File: src/rtl/cla_sum_accumulator.sv
// ---------------------------------------------------------------------------
// cla_sum_accumulator
//
// Purpose:
//   Sits behind the registered 5-bit CLA adder stage. Each adder result
//   {cout, sum} is taken as a 6-bit unsigned term. NUM_TERMS terms are
//   summed into an ACC_W-bit total, and the total is then offered to the
//   next stage over a valid/ready handshake. A sticky flag records whether
//   any partial sum in the batch went past 2^ACC_W-1. A synchronous clear
//   throws away the current batch or any pending result.
//
// Parameters:
//   NUM_TERMS  terms per batch (2..255)
//   ACC_W      accumulator / result width in bits (>= 6)
//
// Ports:
//   clk        clock, all state changes on the rising edge
//   rst        asynchronous active-high reset
//   clr        synchronous batch flush, active-high
//   in_valid   sum/cout carry a valid adder result
//   sum        adder sum bits (term bits 4:0)
//   cout       adder carry-out (term bit 5)
//   in_ready   block accepts a term this cycle
//   out_valid  acc_out/overflow hold a completed batch
//   out_ready  downstream accepts the result
//   acc_out    batch total modulo 2^ACC_W
//   overflow   some partial sum of the batch exceeded 2^ACC_W-1
//   term_cnt   terms accepted in the current batch
// ---------------------------------------------------------------------------
module cla_sum_accumulator #(
  parameter int NUM_TERMS = 4,
  parameter int ACC_W     = 8
) (
  input  logic             clk,
  input  logic             rst,
  input  logic             clr,
  input  logic             in_valid,
  input  logic [4:0]       sum,
  input  logic             cout,
  output logic             in_ready,
  output logic             out_valid,
  input  logic             out_ready,
  output logic [ACC_W-1:0] acc_out,
  output logic             overflow,
  output logic [7:0]       term_cnt
);

  // ACCUM collects terms. DONE holds the finished batch until the
  // downstream stage takes it.
  typedef enum logic {
    ACCUM = 1'b0,
    DONE  = 1'b1
  } state_t;

  // Count value that the final term of a batch is accepted at.
  localparam logic [7:0] LAST_CNT = 8'(NUM_TERMS - 1);

  state_t           state;
  state_t           state_nxt;
  logic             accept;
  logic             handoff;
  logic             last_term;
  logic [ACC_W:0]   term_ext;
  logic [ACC_W:0]   partial;

  // The term is zero-extended one bit past the accumulator width. The
  // extra bit of the partial sum is the wrap indication for that step.
  assign term_ext = {{(ACC_W - 5){1'b0}}, cout, sum};
  assign partial  = {1'b0, acc_out} + term_ext;

  // Handshake outputs are decoded from the state register. in_ready is
  // also masked by rst so nothing looks acceptable while reset is held.
  always_comb begin
    in_ready  = 1'b0;
    out_valid = 1'b0;
    if (state == ACCUM) begin
      in_ready = !rst;
    end else begin
      out_valid = 1'b1;
    end
  end

  assign accept    = in_valid && in_ready;
  assign handoff   = out_valid && out_ready;
  assign last_term = (term_cnt == LAST_CNT);

  // Next-state logic. clr overrides everything else, so a pending result
  // is discarded even when out_ready is high in the same cycle.
  always_comb begin
    state_nxt = state;
    if (clr) begin
      state_nxt = ACCUM;
    end else begin
      case (state)
        ACCUM: begin
          if (accept && last_term) begin
            state_nxt = DONE;
          end
        end
        DONE: begin
          if (handoff) begin
            state_nxt = ACCUM;
          end
        end
        default: state_nxt = ACCUM;
      endcase
    end
  end

  // State register.
  always_ff @(posedge clk or posedge rst) begin
    if (rst) begin
      state <= ACCUM;
    end else begin
      state <= state_nxt;
    end
  end

  // Accumulator, sticky wrap flag and term counter. In DONE, accept is
  // always low, so the result stays frozen until the handoff clears it.
  // A term presented during clr or during the handoff cycle is not counted.
  always_ff @(posedge clk or posedge rst) begin
    if (rst) begin
      acc_out  <= '0;
      overflow <= 1'b0;
      term_cnt <= 8'd0;
    end else if (clr || handoff) begin
      acc_out  <= '0;
      overflow <= 1'b0;
      term_cnt <= 8'd0;
    end else if (accept) begin
      acc_out  <= partial[ACC_W-1:0];
      overflow <= overflow | partial[ACC_W];
      term_cnt <= term_cnt + 8'd1;
    end
  end

endmodule

File: config.mk
export PLATFORM = sky130hd
export DESIGN_NAME = cla_sum_accumulator
export DESIGN_NICKNAME = d
export VERILOG_FILES = /design/src/rtl/cla_sum_accumulator.sv
export SDC_FILE = /design/constraint.sdc
export NUM_CORES = 1
export LEC_CHECK = 0
export CELL_PAD_IN_SITES_DETAIL_PLACEMENT = 1
export CELL_PAD_IN_SITES_GLOBAL_PLACEMENT = 2
export CORE_ASPECT_RATIO = 0.75
export CORE_UTILIZATION = 25
export CTS_BUF_LIST = sky130_fd_sc_hd__clkbuf_4 sky130_fd_sc_hd__clkbuf_8 sky130_fd_sc_hd__clkbuf_16
export CTS_CLUSTER_DIAMETER = 30
export DETAILED_ROUTE_END_ITERATION = 12
export GPL_ROUTABILITY_DRIVEN = 1
export PLACE_DENSITY = 0.72
export SETUP_SLACK_MARGIN = 0.5
export SYNTH_ARGS = -nofsm -noshare
export SYNTH_HDL_FRONTEND = slang
export SYNTH_SLANG_ARGS = --single-unit
File: constraint.sdc
create_clock -name clk -period 1.7 [get_ports clk]
set_input_delay 0.255 -clock clk [delete_from_list [all_inputs] [get_ports clk]]
set_output_delay 0.255 -clock clk [all_outputs]
set_load 0.01 [all_outputs]
==> impl_table.tex <==
\begin{tabular}{lr}
\hline
Metric & Value \\
\hline
\multicolumn{2}{l}{\textbf{Timing}} \\
Final hold violation count & 0 \\
Final count of negative-setup-slack endpoints & 0 \\
Slack of the critical path & 25.40 ps \\
Final clock skew & just under 8 ps \\
Unrepaired setup endpoints after global routing & yes \\
Final min period & 1675 ps \\
Post-route fraction of the period consumed by the critical path & 0.9851 \\
Max\_slew headroom & 0.7975 \\
Setup TNS after final layout & 0 ps \\
Hold slack final & 324.9 ps \\
Max-slew violation count & 0 \\
Maximum clock frequency & 597.2 MHz \\
Slew at the pin closest to its max-slew limit & $\sim$300 ps \\
\multicolumn{2}{l}{\textbf{Synth}} \\
Yosys warnings & 0 \\
Net Count, Synth & 133 \\
Area fraction in and, or, nand and nor cells after synthesis & 0.2293 \\
Mux share of post-synthesis cell area & 0.009313 \\
Mapped Avg Cell Area & 9.428 µm² \\
Most used flip-flop cell after synthesis & sky130\_fd\_sc\_hd\_\_dfrtp\_1 \\
Complex-gate fraction of the synthesized area & 0.1688 \\
Number of different library cells in the post-synthesis netlist & 35 \\
Portion of the post-synthesis area used by sequential elements & 0.4191 \\
Post-synthesis xor/xnor area fraction & 0.05704 \\
Cell count after synthesis & 114 \\
Cell area after synthesis & 0.001075 mm² \\
Flip-flop and latch count after synthesis & 18 \\
Number of enable-type register cells in the synthesized netlist & 0 \\
Area share of fa/ha/maj cells after synthesis & 0.1001 \\
Combinational family with the most area after synthesis & simple AND/OR/NAND/NOR gates \\
Share of flip-flops with an asynchronous set or reset & 1.000 \\
\multicolumn{2}{l}{\textbf{CTS}} \\
Root cell of the clock tree & sky130\_fd\_sc\_hd\_\_clkbuf\_8 \\
Clock transition at the register clock pins on the worst setup and hold paths after CTS & 80 ps \\
Clock network latency to the later pin of the worst-skew pair & 260 ps \\
Num Clock Sinks & 18 \\
Maximum level of the CTS H-tree & 1 \\
Number of buffers inserted by hold repair at cts & 0 \\
TritonCTS clock tree & yes \\
Maximum count of clock buffers along a single path & 2 \\
Number of buffers created by CTS & 3 \\
\multicolumn{2}{l}{\textbf{Setup path}} \\
Origin of the critical flop-to-flop path & acc\_out[0] \\
Required time of the critical path & 1850 ps \\
Element type at the critical path start & register \\
Setup CP Type & register to register \\
Register-to-register setup slack & 30 ps \\
End of the worst register-to-register path & overflow \\
Crit path arrival time & 1830 ps \\
Kind of capture point of the worst setup path & register \\
Number of cells traversed by the worst register-to-register path & 5 \\
Maximum fanout count along the critical path & 3 \\
\multicolumn{2}{l}{\textbf{Power and ir drop}} \\
Internal Power & 865.5 µW \\
Switching fraction of total power & 0.2925 \\
Part of the power in combinational logic & 0.323 \\
Highest ir drop seen on vdd & 0.2696 mV \\
Clock Power Share & 0.304 \\
Power density relative to cell area & approximately 550 mW/mm² \\
Leakage power total & 1.047 nW \\
Seq pwr share & 0.373 \\
Power dissipated by switching net loads & around 360 µW \\
\multicolumn{2}{l}{\textbf{Placed design}} \\
Final weighted congestion of routability-driven global placement & 0.7846 \\
Port Buffers & 29 \\
Minimum setup slack after placement & -298.6 ps \\
Total placed instance area & 0.001638 mm² \\
Placed wire-length estimate after detailed placement & 2546 µm \\
\multicolumn{2}{l}{\textbf{Job}} \\
Number of maximum-capacitance constraint violations & 0 \\
\multicolumn{2}{l}{\textbf{Floorplanning}} \\
Die Outline Area & 0.004568 mm² \\
Row count & 20 \\
Core region area & 0.004079 mm² \\
Chip width & 77.71 µm \\
Initial Util & 0.2635 \\
Height of the chip & 58.79 µm \\
Num ports & 30 \\
\multicolumn{2}{l}{\textbf{Detailed routing}} \\
Number of routed nets with antenna violations & 0 \\
DRC violation count after routing & 0 \\
Via count & 1219 \\
Iteration-0 DRC count of the detailed router & 41 \\
Vias/cell & between 4 and 5 \\
Wire length per cell after detailed routing & 16.94 µm \\
Number of detailed-route iterations in the first pass & 4 \\
Total wirelength of the detailed-routed design & approximately 4300 µm \\
\multicolumn{2}{l}{\textbf{Cells and area}} \\
Most frequent cells in the layout & sky130\_fd\_sc\_hd\_\_buf\_4 (33), sky130\_fd\_sc\_hd\_\_buf\_6 (30), sky130\_fd\_sc\_hd\_\_dfrtp\_1 (12) \\
Most common library cell in the layout ignoring fill and taps & sky130\_fd\_sc\_hd\_\_buf\_4 \\
Final \#Nets & 218 \\
Final design area excluding fillers & 0.002212 mm² \\
Count of antenna diodes in the layout & 0 \\
Synth-to-Final Area Change & 105.8\% \\
Ratio of cells with drive above 1 in the final layout & 0.6212 \\
\multicolumn{2}{l}{\textbf{Min path}} \\
Path category of the worst min-delay check & input pin to asynchronous set/reset pin \\
\multicolumn{2}{l}{\textbf{Global route}} \\
Overflow left after global routing & 0 \\
Global-route wire length before repair & between 6000 and 7000 µm \\
Number of antenna violations at the first check in global routing & 0 \\
All-Layer GR Usage & 0.1983 \\
Number of global-route vias before repair & around 1400 \\
Maximum number of pins on one net before global-route repair & 19 \\
\multicolumn{2}{l}{\textbf{Status}} \\
Result of the run & finished clean \\
\hline
\end{tabular}
Yosys cell counts, drive strengths merged, types with 2 or more instances:
cell    number  area [µm²]
a21o         4       30.03
a21oi        6       30.03
nor4         2       12.51
nor3         3       15.01
or3          2       12.51
buf          2       10.01
o21ai        3       15.01
dfrtp       18       450.4
xor2         3       26.28
a211oi       3       22.52
nor2        12       45.04
o31ai        2       15.01
nand2       16       60.06
and3         2       12.51
nand4        5       31.28
ha           7       87.58
xnor2        4       35.03
nand3        2       10.01
o21a         2       15.01
area by class of cell:
type	count	area, µm²
tap	55	68.82
multi-input combinational	92	879.6
sequential	18	457.9
fill	449	1867
clock buffer	4	55.05
timing repair buffer	83	747.0
inverter	1	3.754
logic make-up after synthesis:
| kind of cell | count (synthesis) |
|---|---|
| xor gates and xnor gates | 7 |
| and+or+nand+nor | 50 |
| AOI/OAI and AO/OA | 26 |
| DFF | 18 |
| adders and majority gates | 8 |
| muxes | 1 |
| buffers and inverters | 4 |
timing repair:
item	CTS	global route
resized for setup	94	53
pin swaps	19	20
setup endpoints to repair	37	35
cloned	0	0
setup buffers	25	10
critical path, cell delays in order (launching register included):
cell and delay [ps]:
sky130_fd_sc_hd__dfrtp_1 410, sky130_fd_sc_hd__ha_4 170, sky130_fd_sc_hd__fa_2 340, sky130_fd_sc_hd__a21o_1 180, sky130_fd_sc_hd__a21o_1 200, sky130_fd_sc_hd__a32o_1 250
worst max-delay path by stage:
stage | startpoint | slack, ps | endpoint | cells after the start
finish | acc_out[0] | 30 | overflow | 5
global route | acc_out[0] | -40 | acc_out[6] | 6
CTS | acc_out[0] | 30 | acc_out[6] | 6
detailed placement | sum[1] | -300 | acc_out[5] | 6
global placement | sum[0] | -250 | acc_out[6] | 7
floorplan | acc_out[0] | 90 | acc_out[6] | 6
registers in the layout, indices dropped and copies added, names as in the netlist:
| signal | flops |
|---|---|
| term_cnt | 8 |
| overflow | 1 |
| acc_out | 8 |
| state | 1 |
metrics by stage:
step	total power, mW	std cells	util
after floorplan	0.5918	114	-
after CTS	1.165	243	0.4819
after detailed placement	0.7336	214	0.4015
after global routing	1.280	253	0.5423
final	1.223	253	0.5423
after global placement	0.7224	214	0.4015
layer usage:
| layer | up-vias | track usage | routed length (µm) |
|---|---|---|---|
| met1 | 618 | 0.2570 | 1962 |
| met3 | 2 | 0.03721 | 88 |
| li1 | 580 | - | - |
| met5 | - | 0 | 0 |
| met2 | 19 | 0.3439 | 2218 |
| met4 | 0 | 0.05121 | 16 |
power by group through the flow:
stage	combinational [mW]	sequential, mW	clock, mW
2_1_floorplan	0.122	0.469	0
3_3_place_gp	0.257	0.465	0
3_5_place_dp	0.267	0.466	0
4_1_cts	0.330	0.456	0.379
5_1_grt	0.425	0.458	0.396
6_report	0.395	0.456	0.371
Note: power is estimated with default switching activity, not from simulation.
==> RTL change, RTL diff (config.mk and constraints unchanged) <==
Put one more register stage on the output `term_cnt`, cleared by the reset. The value now appears one clock later. The other outputs are not delayed to match.
--- a/src/rtl/cla_sum_accumulator.sv
+++ b/src/rtl/cla_sum_accumulator.sv
@@ -55,6 +55,8 @@
   // Count value that the final term of a batch is accepted at.
   localparam logic [7:0] LAST_CNT = 8'(NUM_TERMS - 1);
 
+  logic [7:0] term_cnt_s0;
+
   state_t           state;
   state_t           state_nxt;
   logic             accept;
@@ -82,7 +84,7 @@
 
   assign accept    = in_valid && in_ready;
   assign handoff   = out_valid && out_ready;
-  assign last_term = (term_cnt == LAST_CNT);
+  assign last_term = (term_cnt_s0 == LAST_CNT);
 
   // Next-state logic. clr overrides everything else, so a pending result
   // is discarded even when out_ready is high in the same cycle.
@@ -123,15 +125,23 @@
     if (rst) begin
       acc_out  <= '0;
       overflow <= 1'b0;
-      term_cnt <= 8'd0;
+      term_cnt_s0 <= 8'd0;
     end else if (clr || handoff) begin
       acc_out  <= '0;
       overflow <= 1'b0;
-      term_cnt <= 8'd0;
+      term_cnt_s0 <= 8'd0;
     end else if (accept) begin
       acc_out  <= partial[ACC_W-1:0];
       overflow <= overflow | partial[ACC_W];
-      term_cnt <= term_cnt + 8'd1;
+      term_cnt_s0 <= term_cnt_s0 + 8'd1;
+    end
+  end
+
+  always_ff @(posedge clk or posedge rst) begin
+    if (rst) begin
+      term_cnt <= '0;
+    end else begin
+      term_cnt <= term_cnt_s0;
     end
   end
 
Function: changed (Yosys sat finds a counterexample within 4 cycles, from zero or initial values and one cycle with rst high).
==> RTL change against the unedited design <==
  * The flow now finishes with violations (setup timing)
  * Sequential share of layout area grew 7.1 points
  * Utilization shrank 6.5 points
  * Critical path depth grew 1
  * Worst hold slack lost 40 ps
  * Sequential power grew 43%
  * Clock skew shrank 4.3 ps
  * Area after synthesis grew 20%
  * Cell area grew 6.3%
  * Wire length shrank 6.8%
  * Combinational power shrank 8.9%
  * Worst setup slack lost 66 ps
  * Total power grew 25%
  * Sequential cell count grew 8
  * Largest cell class unchanged
  * Largest power group unchanged
==> RTL change: results (changes against the unedited design) <==
metric,value,unit,change
track_usage,15.21,%,was 19.83%
nets,212,,was 218
tightest_slew,358.1,ps,was 302.8 ps
syn_inst,121,,was 114
power_leakage,0.001103,µW,was 0.001047 µW
max-vdd-ir-drop,576.7,µV,was 269.6 µV
seq_area_frac_synth,50.34,%,was 41.91%
grt_pass1_vias,1300,,was 1355
fillers,538,,was 449
dp_cells,229,,was 214
setup_viol,4,,was 0
instances_no_fill,252,,was 253
status,"finished, violations left",,"was finished, final reports clean"
cp_top_family,adder cells,,was compound AO/OA/AOI/OAI gates
synth_cell_types,36,,was 35
drt_iter0_drc,28,,was 41
reg2regPathDepth,6,,was 5
finClkSkew,3.555,ps,was 7.806 ps
met3WireLength,96,µm,was 88 µm
synth_fp_nets,140,,was 133
synth_commonest_cells,"dfrtp_1, nand2_1, nor2_1",,unchanged
top_regs,"acc_out (8), term_cnt (8), term_cnt_s0 (8)",,"was acc_out (8), term_cnt (8)"
post_drt_wl_per_cell,15.85,µm,was 16.94 µm
violations,setup timing,,
fin_ws,-40.77,ps,was 25.40 ps
yosys-top-cells-area,"dfrtp_1, ha_1, nand2_1",,unchanged
met1_length,1.933,mm,was 1.962 mm
r2r_slack,-40,ps,was 30 ps
==> RTL change: layout make-up <==
type	count	area (µm²)	share of cell area, %
inverters	1	3.754	0.1597
repair buffers	70	670.6	28.53
well taps	60	75.07	3.193
clock inverters	1	30.03	1.277
flip-flops and latches	26	653.1	27.78
multi-input cells	91	877.1	37.31
clock buffers	3	41.29	1.756
==> RTL change: tightest hold or removal path: stages <==
cell and delay, ps:
dlygate4sd2_1 310, inv_1 80, buf_4 330
==> RTL change: per-stage QoR <==
step / hold slack, ps / worst slack [ps] / setup TNS, ps / area, µm² / util (%)
finish: 285.1 / -40.77 / -149.6 / 2351 / 47.71
global route: 342.1 / -152.7 / -480.4 / 2351 / 47.71
CTS: 259.4 / -84.40 / -148.4 / 2203 / 44.72
floorplan: 294.9 / -65.79 / -65.79 / 1390 / -
global placement: 420.5 / -647.1 / -2655 / 1894 / 38.45
detailed placement: 428.0 / -494.8 / -2847 / 1894 / 38.45
==> RTL change: report_power, final <==
group          leakage (µW)  internal [µW]  switching, µW
sequential         0.000356            634           18.0
clock             0.0000357            315            201
combinational      0.000711            195            165
total               0.00110           1140            384
==> RTL change: metal layers <==
| metal | track usage, % | vias up |
|---|---|---|
| met5 | 0 | - |
| met4 | 2.542 | 0 |
| met3 | 1.163 | 2 |
| met2 | 25.40 | 18 |
| met1 | 21.81 | 608 |
| li1 | - | 585 |
==> RTL change: cell families after synthesis <==
| group | Yosys count | synth area share (%) |
|---|---|---|
| fa+ha+maj | 8 | 8.325 |
| flops | 26 | 50.34 |
| xor+xnor | 7 | 4.744 |
| mux | 1 | 0.7745 |
| simple gates | 45 | 17.91 |
| buf+inv | 4 | 1.838 |
| compound gates | 30 | 16.07 |
==> RTL change: worst max path at each step <==
| stage | from | end | slack, ps | cells after the start |
|---|---|---|---|---|
| floorplan | acc_out[0] | acc_out[6] | -70 | 6 |
| global placement | sum[1] | acc_out[7] | -650 | 7 |
| detailed placement | sum[1] | acc_out[7] | -490 | 7 |
| CTS | acc_out[0] | acc_out[6] | -80 | 6 |
| global route | acc_out[0] | acc_out[6] | -150 | 6 |
| finish | acc_out[0] | acc_out[4] | -40 | 6 |
==> RTL change: timing repair <==
| action | 4_1_cts | 5_1_grt |
|---|---|---|
| gates resized for setup | 91 | 29 |
| pin swaps | 14 | 13 |
| hold buffers | 0 | 0 |
| setup buffers | 14 | 5 |
| setup endpoints to repair | 37 | 33 |
